`config.mk`:
```
export PLATFORM = sky130hd
export DESIGN_NAME = ram_port_arbiter_flat
export DESIGN_NICKNAME = d
export VERILOG_FILES = /design/src/rtl/ram_arb_pkg.sv /design/src/rtl/ram_port_arbiter_if.sv /design/src/rtl/rr_burst_sel.sv /design/src/rtl/ram_port_arbiter.sv /design/src/flat_wrapper.sv
export SDC_FILE = /design/constraint.sdc
export NUM_CORES = 1
export LEC_CHECK = 0
export CAP_MARGIN = 20
export CORE_AREA = 2 2 161 163
export CTS_BUF_LIST = sky130_fd_sc_hd__clkbuf_4 sky130_fd_sc_hd__clkbuf_8
export DETAILED_ROUTE_END_ITERATION = 12
export DIE_AREA = 0 0 163 165
export GPL_TIMING_DRIVEN = 1
export PLACE_DENSITY = 0.53
export SYNTH_ARGS = -nofsm -noshare
export SYNTH_HDL_FRONTEND = slang
export SYNTH_SLANG_ARGS = --single-unit
```
`constraint.sdc`:
```
create_clock -name clk -period 5.25 [get_ports clk]
set_input_delay 1.575 -clock clk [delete_from_list [all_inputs] [get_ports clk]]
set_output_delay 1.575 -clock clk [all_outputs]
set_load 0.1 [all_outputs]
```
`src/rtl/ram_arb_pkg.sv`:
```
// Shared types and sizing helpers for the two-port RAM arbiter.
// The request bundle is sized to the package default widths.
package ram_arb_pkg;

  localparam int BAND_DEF      = 64;
  localparam int DEPTH_DEF     = 128;
  localparam int ADDR_W_DEF    = $clog2(DEPTH_DEF);
  localparam int MAX_BURST_DEF = 8;

  typedef enum logic [1:0] {
    OWN_NONE = 2'd0,
    OWN_A    = 2'd1,
    OWN_B    = 2'd2
  } owner_e;

  // The counter must be able to hold MAX_BURST itself, because it saturates there.
  function automatic int burst_cnt_w(input int max_burst);
    return (max_burst < 1) ? 1 : $clog2(max_burst + 1);
  endfunction

  typedef struct packed {
    logic                  req;
    logic                  we;
    logic [ADDR_W_DEF-1:0] addr;
    logic [BAND_DEF-1:0]   wdata;
  } port_req_t;

endpackage

```
`src/rtl/ram_port_arbiter_if.sv`:
```
// One requester's access channel into the arbiter.
// The requester drives the master side and the arbiter implements the slave side.
interface ram_port_arbiter_if #(
  parameter int BAND   = 64,
  parameter int ADDR_W = 7
) ();

  logic              req;
  logic              we;
  logic [ADDR_W-1:0] addr;
  logic [BAND-1:0]   wdata;
  logic              gnt;
  logic              rvalid;
  logic [BAND-1:0]   rdata;

  modport master (output req, we, addr, wdata, input gnt, rvalid, rdata);
  modport slave  (input req, we, addr, wdata, output gnt, rvalid, rdata);

endinterface

```
`src/rtl/rr_burst_sel.sv`:
```
// Round-robin selector with bounded burst tenure.
// It holds owner, burst_cnt and last, and picks the port that drives the RAM this cycle.
module rr_burst_sel
  import ram_arb_pkg::*;
#(
  parameter int MAX_BURST = MAX_BURST_DEF
) (
  input  logic   clk,
  input  logic   rst_n,
  input  logic   a_req,
  input  logic   b_req,
  output owner_e sel
);

  localparam int               CNT_W   = burst_cnt_w(MAX_BURST);
  localparam logic [CNT_W-1:0] MAX_CNT = CNT_W'(MAX_BURST);

  owner_e           owner;
  owner_e           last;
  owner_e           last_nxt;
  logic [CNT_W-1:0] burst_cnt;
  logic [CNT_W-1:0] burst_nxt;

  // NOTE: every variable written in always_comb gets a default first, so no latch is inferred.
  always_comb begin
    sel = OWN_NONE;
    case (owner)
      OWN_A: begin
        if (a_req && (burst_cnt < MAX_CNT || !b_req)) sel = OWN_A;
        else if (b_req)                               sel = OWN_B;
        else if (a_req)                               sel = OWN_A;
      end
      OWN_B: begin
        if (b_req && (burst_cnt < MAX_CNT || !a_req)) sel = OWN_B;
        else if (a_req)                               sel = OWN_A;
        else if (b_req)                               sel = OWN_B;
      end
      default: begin
        if (a_req && b_req) sel = (last == OWN_A) ? OWN_B : OWN_A;
        else if (a_req)     sel = OWN_A;
        else if (b_req)     sel = OWN_B;
      end
    endcase

    burst_nxt = '0;
    if (sel == OWN_NONE)   burst_nxt = '0;
    else if (sel == owner) burst_nxt = (burst_cnt >= MAX_CNT) ? MAX_CNT : burst_cnt + 1'b1;
    else                   burst_nxt = CNT_W'(1);

    last_nxt = (sel == OWN_NONE) ? last : sel;
  end

  // NOTE: state registers use non-blocking assignments under an asynchronous active-low reset.
  always_ff @(posedge clk or negedge rst_n) begin
    if (!rst_n) begin
      owner     <= OWN_NONE;
      burst_cnt <= '0;
      last      <= OWN_B;
    end else begin
      owner     <= sel;
      burst_cnt <= burst_nxt;
      last      <= last_nxt;
    end
  end

endmodule

```
`src/rtl/ram_port_arbiter.sv`:
```
// Shares one single-port synchronous RAM between ports A and B.
// It muxes the selected port onto the RAM and returns read data one cycle after the granted read.
module ram_port_arbiter
  import ram_arb_pkg::*;
#(
  parameter  int BAND      = BAND_DEF,
  parameter  int DEPTH     = DEPTH_DEF,
  parameter  int MAX_BURST = MAX_BURST_DEF,
  localparam int ADDR_W    = $clog2(DEPTH)
) (
  input  logic                clk,
  input  logic                rst_n,
  ram_port_arbiter_if.slave   a,
  ram_port_arbiter_if.slave   b,
  output logic                ram_wr,
  output logic                ram_rd,
  output logic [ADDR_W-1:0]   ram_addr,
  output logic [BAND-1:0]     ram_wdata,
  input  logic [BAND-1:0]     ram_rdata
);

  owner_e    sel;
  port_req_t a_bundle;
  port_req_t b_bundle;
  port_req_t sel_bundle;
  logic [1:0] rd_own;  // bit 0: port A read in flight, bit 1: port B read in flight

  rr_burst_sel #(.MAX_BURST(MAX_BURST)) u_sel (
    .clk   (clk),
    .rst_n (rst_n),
    .a_req (a.req),
    .b_req (b.req),
    .sel   (sel)
  );

  assign a_bundle = '{req: a.req, we: a.we, addr: a.addr, wdata: a.wdata};
  assign b_bundle = '{req: b.req, we: b.we, addr: b.addr, wdata: b.wdata};

  // An all-zero bundle when nothing is selected keeps the RAM idle with a zero address and data.
  always_comb begin
    sel_bundle = '0;
    case (sel)
      OWN_A:   sel_bundle = a_bundle;
      OWN_B:   sel_bundle = b_bundle;
      default: sel_bundle = '0;
    endcase
  end

  assign ram_wr    = sel_bundle.req &  sel_bundle.we;
  assign ram_rd    = sel_bundle.req & ~sel_bundle.we;
  assign ram_addr  = sel_bundle.addr;
  assign ram_wdata = sel_bundle.wdata;

  assign a.gnt = (sel == OWN_A);
  assign b.gnt = (sel == OWN_B);

  // The owner of the read issued this cycle; reset drops any return still in flight.
  always_ff @(posedge clk or negedge rst_n) begin
    if (!rst_n) rd_own <= 2'b00;
    else        rd_own <= {b.gnt & ~b.we, a.gnt & ~a.we};
  end

  assign a.rvalid = rd_own[0];
  assign b.rvalid = rd_own[1];
  assign a.rdata  = rd_own[0] ? ram_rdata : '0;
  assign b.rdata  = rd_own[1] ? ram_rdata : '0;

endmodule

```
`src/flat_wrapper.sv`:
```
// flat-port wrapper written by rule: the top's interface ports become plain ports
module ram_port_arbiter_flat import ram_arb_pkg::*;
#(
  parameter  int BAND      = BAND_DEF,
  parameter  int DEPTH     = DEPTH_DEF,
  parameter  int MAX_BURST = MAX_BURST_DEF,
  localparam int ADDR_W    = $clog2(DEPTH)
)
  (clk, rst_n, ram_wr, ram_rd, ram_addr, ram_wdata, ram_rdata, a_req, a_we, a_addr, a_wdata, a_gnt, a_rvalid, a_rdata, b_req, b_we, b_addr, b_wdata, b_gnt, b_rvalid, b_rdata);
  ram_port_arbiter_if #(.BAND(BAND), .ADDR_W((7))) a_i ();
  ram_port_arbiter_if #(.BAND(BAND), .ADDR_W((7))) b_i ();
  input  logic clk;
  input  logic rst_n;
  output logic ram_wr;
  output logic ram_rd;
  output logic [ADDR_W-1:0] ram_addr;
  output logic [BAND-1:0] ram_wdata;
  input  logic [BAND-1:0] ram_rdata;
  input wire logic [$bits(a_i.req)-1:0] a_req;
  input wire logic [$bits(a_i.we)-1:0] a_we;
  input wire logic [$bits(a_i.addr)-1:0] a_addr;
  input wire logic [$bits(a_i.wdata)-1:0] a_wdata;
  output wire logic [$bits(a_i.gnt)-1:0] a_gnt;
  output wire logic [$bits(a_i.rvalid)-1:0] a_rvalid;
  output wire logic [$bits(a_i.rdata)-1:0] a_rdata;
  input wire logic [$bits(b_i.req)-1:0] b_req;
  input wire logic [$bits(b_i.we)-1:0] b_we;
  input wire logic [$bits(b_i.addr)-1:0] b_addr;
  input wire logic [$bits(b_i.wdata)-1:0] b_wdata;
  output wire logic [$bits(b_i.gnt)-1:0] b_gnt;
  output wire logic [$bits(b_i.rvalid)-1:0] b_rvalid;
  output wire logic [$bits(b_i.rdata)-1:0] b_rdata;
  assign a_i.req = a_req;
  assign a_i.we = a_we;
  assign a_i.addr = a_addr;
  assign a_i.wdata = a_wdata;
  assign a_gnt = a_i.gnt;
  assign a_rvalid = a_i.rvalid;
  assign a_rdata = a_i.rdata;
  assign b_i.req = b_req;
  assign b_i.we = b_we;
  assign b_i.addr = b_addr;
  assign b_i.wdata = b_wdata;
  assign b_gnt = b_i.gnt;
  assign b_rvalid = b_i.rvalid;
  assign b_rdata = b_i.rdata;
  ram_port_arbiter #(.BAND(BAND), .DEPTH(DEPTH), .MAX_BURST(MAX_BURST)) u_core (.clk(clk), .rst_n(rst_n), .a(a_i), .b(b_i), .ram_wr(ram_wr), .ram_rd(ram_rd), .ram_addr(ram_addr), .ram_wdata(ram_wdata), .ram_rdata(ram_rdata));
endmodule
```
== After elaboration in Yosys (flattened, before gate mapping) ==
Index checks and enable logic that the tools add are counted.

* $add $sub $neg: 1
* Reductions and logical operators: 8
* Equality and inequality tests: 6
* Order comparisons: 2
* Bitwise logic cells: 7
* Mux-type cells: 15

{| class="wikitable"
|+ Operator list
! kind !! number
|-
| $pmux 73 s2 || 1
|-
| $mux 64 || 2
|-
| $mux 2 || 7
|-
| $mux 4 || 3
|-
| $eq 2x1->1 const B || 3
|-
| $add 4x1->4 const B || 1
|-
| $and 1x1->1 || 4
|-
| $eq 2x2->1 const B || 2
|-
| $ge 4x4->1 const B || 1
|-
| $lt 4x4->1 const B || 1
|-
| $pmux 2 s2 || 1
|-
| $logic_and 1x1->1 || 3
|-
| $not 1->1 || 3
|-
| $eq 2x2->1 || 1
|-
| $logic_not 1->1 || 2
|-
| $logic_not 2->1 || 1
|-
| $logic_or 1x1->1 || 2
|-
| $mux 1 || 1
|}

* Bits in registers: 10
* Output and inout bits: 205
* Word-level logic and storage cells: 43

== Logic depth before layout (Yosys ltp) ==
* Word-level depth: 9
* Mapped depth: 11
* Gate-level depth less buffers: 10

== By module ==
From an unflattened synthesis, not the netlist that was laid out.

* Cells, all modules: 370
* Area total of the unflattened synthesis: 2561.2 sq um

{| class="wikitable"
|+ Modules (own cells, without submodules)
! module !! cells each !! sequential area each (sq um) !! times used !! area an instance (sq um)
|-
| ram_port_arbiter || 320 || 50.0 || 1 || 2055.7
|-
| rr_burst_sel || 50 || 201.4 || 1 || 505.5
|}

== Least setup slack after synthesis ==
No wires, ideal clock.

* Kind: in2out
* Start: in a_req
* End: out ram_rd
* Path buffers: 1
* Data required time: 3675 ps
* Stages: 8
* Slack: -2000 ps
* Arrival: 5675 ps
* Path through: inv_1 -> nor4b_2 -> a2111oi_4 -> inv_1 -> ha_1 -> clkbuf_1 -> a22oi_1 -> nor3b_1

* Longest elaborated chain between the ends: 9
* Elaborated cells on any way between the ends: 17

{| class="wikitable"
|+ Ends and longest elaborated chain
! element !! RTL line !! RTL
|-
| from (decl) || flat_wrapper.sv:19 || <nowiki>input wire logic [$bits(a_i.req)-1:0] a_req;</nowiki>
|-
| $logic_not 1->1 || rr_burst_sel.sv:34 || <nowiki>if (b_req && (burst_cnt < MAX_CNT || !a_req)) sel = OWN_B;</nowiki>
|-
| $logic_or 1x1->1 || rr_burst_sel.sv:34 ||
|-
| $logic_and 1x1->1 || rr_burst_sel.sv:34 ||
|-
| $mux 2 || rr_burst_sel.sv:34 ||
|-
| $pmux 2 s2 * || rr_burst_sel.sv:27 || <nowiki>case (owner)</nowiki>
|-
| net u_core.sel[1] || ram_port_arbiter.sv:22 || <nowiki>owner_e sel;</nowiki>
|-
| $eq 2x1->1 * || n/a ||
|-
| net a_gnt || flat_wrapper.sv:23 || <nowiki>output wire logic [$bits(a_i.gnt)-1:0] a_gnt;</nowiki>
|-
| $pmux 73 s2 * || ram_port_arbiter.sv:42 || <nowiki>case (sel)</nowiki>
|-
| $not 1->1 || ram_port_arbiter.sv:50 || <nowiki>assign ram_rd = sel_bundle.req & ~sel_bundle.we;</nowiki>
|-
| $and 1x1->1 * || ram_port_arbiter.sv:50 ||
|-
| to (decl) || flat_wrapper.sv:15 || <nowiki>output logic ram_rd;</nowiki>
|}

Mark *: on every way through the listed nets, which the timed path passes. The rest lies on a longest branch.

== Worst setup path after layout ==
* Start: in a_req
* End: out ram_wdata[2]

* Longest elaborated chain between the ends: 7
* Elaborated cells on any way between the ends: 15

{| class="wikitable"
|+ Ends and longest elaborated chain
! element !! RTL line !! RTL
|-
| $logic_not 1->1 || rr_burst_sel.sv:34 ||
|-
| $logic_or 1x1->1 || rr_burst_sel.sv:34 ||
|-
| $logic_and 1x1->1 || rr_burst_sel.sv:34 ||
|-
| $mux 2 || rr_burst_sel.sv:34 ||
|-
| $pmux 2 s2 * || rr_burst_sel.sv:27 ||
|-
| net u_core.sel[1] || ram_port_arbiter.sv:22 ||
|-
| $eq 2x2->1 or $eq 2x1->1 (tied branches) || ram_port_arbiter.sv:42 ||
|-
| $pmux 73 s2 * || ram_port_arbiter.sv:42 ||
|-
| to (decl) || flat_wrapper.sv:17 || <nowiki>output logic [BAND-1:0] ram_wdata;</nowiki>
|}

Marks and branches as above.

==> parameters.txt <==
Parameter                              Value

Run status
  Run status    finished clean

Drt
  Mean number of vias per cell    roughly 3.8
  Detailed-route via count    ~4300
  Final antenna-violating net count    0
  Violation count after the first detailed-routing iteration    ~120
  Overall routed net length    approximately 19000 um
  DRC Markers    0
  First-pass iteration count of the detailed router    4
  Routed wire per std cell    ~16 um

Clock network
  Clock-pin slew on the worst setup and hold paths    0.05 ns
  Clock tree from TritonCTS    done
  Insertion delay to the later sink of the worst-skew pair    0.23 ns
  H-tree lvl count    1
  Clock buffers created by TritonCTS    3
  Sinks on the clock net    10
  Root Driver    clkbuf_8
  Number of buffers on the longest clock path    2

Cells and area
  Final layout net count    1015
  Final std cell area, no fill    0.00830 mm2
  Area growth, synth to finish    250%
  Final cell utilization of the core    33.1%
  Top library cells by usage in the layout, fill and taps aside    clkdlybuf4s50_1 (209), buf_4 (163), and2_1 (128)
  Ratio of cells with drive above 1 in the final layout    43.5%
  Most common library cell in the layout ignoring fill and taps    clkdlybuf4s50_1

Critical path
  Buf+Inv Stages, Crit Path    5
  Crit-path max FO    15
  Slowest cell on crit path    bufbuf_16
  Worst Setup End Kind    output pin
  Data arrival, critical path    approximately 3.5 ns
  Top delay family on crit path    buffers and inverters
  Peak per-stage delay on the critical path    about 0.33 ns
  Worst EP required    about 3.7 ns
  Path type of the worst setup path    in -> out
  Cell-by-cell trace of the critical path    dlygate4sd2_1, inv_2, o21ai_2, a2111oi_4, buf_4, ha_4, bufbuf_16, a22oi_1, nor2_2, buf_12
  Launching element type of the critical path    primary input

Global routing
  Number of global-route vias before repair    roughly 4400
  Maximum number of pins on one net before global-route repair    66
  Grt total ovfl    0
  All-layer global routing usage    approximately 13%
  First-pass GRT wire length    26000 um
  Initial antenna violation count    3

Floorplanning
  Die ar.    roughly 0.027 mm2
  Area of the core    0.0250 mm2
  Starting Density    around a tenth
  Horizontal die dimension    163 um
  Die boundary height    approximately 170 um
  Boundary Pins    between 400 and 500
  Site Rows    slightly below 60

STA
  Final setup skew    just over 0.002 ns
  Final hold violations    0
  Final Critical Period    a little over 5 ns
  Tightest slew margin relative to the limit    approximately two thirds
  Setup repair after global routing missed its margin    false
  Portion of the clock cycle consumed by the worst path in the final layout    97.4%
  Slew at the pin closest to its max-slew limit    about 0.50 ns
  Final slew viol count    0
  Highest clock frequency the design can meet    about 200 MHz
  Number of endpoints failing setup at the final stage    0

Logic synthesis
  Sequential area share after synthesis    a little over a tenth
  Count of unique library cells instantiated by Yosys    28
  Net count after synthesis    587
  Combined area of all synthesized cells    ~0.0024 mm2
  Mapped Avg Cell Area    approximately 6.5 um2
  Number of synthesized register bits    10
  Cells after synthesis    ~370
  Yosys warnings    0

Placement
  Total of buffers placed on input and output ports    around 420
  Weighted congestion at the end of routability-driven global placement    roughly 0.81
  Placed Area    about 0.008 mm2
  Estimated wirelength of the detail-placed design    16200 um

Hold path
  Class of the worst hold path    reg -> reg

Run
  Max cap viols    0
-- synth_stat cells --
cell / count / area share (%)
and2_1: 128 / 34
nor2_1: 74 / 12
a22oi_1: 73 / 23
clkbuf_1: 31 / 4.9
dfrtp_1: 9 / 9.5
inv_1: 9 / 1.4
ha_1: 8 / 4.2
buf_1: 6 / 0.95
nand2_1: 5 / 0.79
nor3_1: 3 / 0.63
nor2b_1: 2 / 0.53
o21ai_0: 2 / 0.42
xnor2_1: 2 / 0.74
a2111oi_4: 1 / 1.2
a21boi_1: 1 / 0.32
a311oi_2: 1 / 0.63
a31oi_1: 1 / 0.26
dfstp_2: 1 / 1.1
nor2_2: 1 / 0.26
nor2b_2: 1 / 0.37
nor3b_1: 1 / 0.32
nor4_1: 1 / 0.26
nor4_2: 1 / 0.53
nor4b_2: 1 / 0.63
o21ai_2: 1 / 0.37
o31a_1: 1 / 0.37
o31ai_1: 1 / 0.32
xor2_1: 1 / 0.37
-- worst min-delay path, cell delays in order (launching register included) --
cell and delay [ns]:
dfrtp_1 0.34, nand2_1 0.05, o21ai_0 0.05
-- state kept, by name, indices dropped and copies added, names as in the netlist --
signal                  count
u_core.u_sel.burst_cnt      4
u_core.u_sel.last           2
u_core.u_sel.owner          2
u_core.rd_own               2
-- through the flow --
step                      setup slack (ns)  setup TNS (ns)  hold slack [ns]  instances
after floorplan                     -0.813          -26.53            0.445        367
after global placement              -0.139           -3.10            0.465       1116
after detailed placement            -0.158           -5.53            0.472       1116
after CTS                            0.114               0            0.484       1124
after global routing                0.0409               0            0.541       1126
final                                0.136               0            0.483       1127
-- layout make-up --
class | instances | area [um2]
antenna | 3 | 7.51
clock buffer | 4 | 55.1
fill | 2662 | 16700
inverter | 9 | 33.8
multi-input combinational | 311 | 2460
sequential | 10 | 251
tap | 330 | 413
timing repair buffer | 460 | 5070
-- path summary, 6_finish.rpt --
path | start | endpoint | slack (ns) | cells after the start
worst max-delay path | a_req | ram_wdata[2] | 0.14 | 10
worst min-delay path | u_core.u_sel.last[0] | u_core.u_sel.last[0] | 0.48 | 2
worst max register to register | u_core.u_sel.owner[0] | u_core.u_sel.burst_cnt[2] | 2.86 | 10
worst min register to register | u_core.u_sel.last[0] | u_core.u_sel.last[0] | 0.48 | 2
max in group asynchronous | rst_n | u_core.u_sel.last[1] | 3.26 | 1
min in group asynchronous | rst_n | u_core.u_sel.burst_cnt[0] | 1.66 | 1
-- cell families after synthesis --
family                   synth area share [%]
AND/OR/NAND/NOR                          49.8
buffers and inverters                    7.28
AO/OA/AOI/OAI                            27.0
flip-flops                               10.6
XOR/XNOR                                 1.11
adder cells (fa/ha/maj)                  4.22
-- what timing repair did --
action,in CTS,in global routing
resized for setup,37,0
hold buffers,0,0
buffers inserted,2,0
setup endpoints to repair,73,0
-- metal layers --
layer	up-vias	share of wire [%]	track usage, %
met1	1908	36	13.3
met2	252	54	25.5
met4	0	1.1	2.25
met3	6	8.9	3.14
met5	-	0	0
li1	2098	-	-
Power is not shown: default switching activity piles up to over one toggle a cycle in this logic, so the estimate is an artifact.
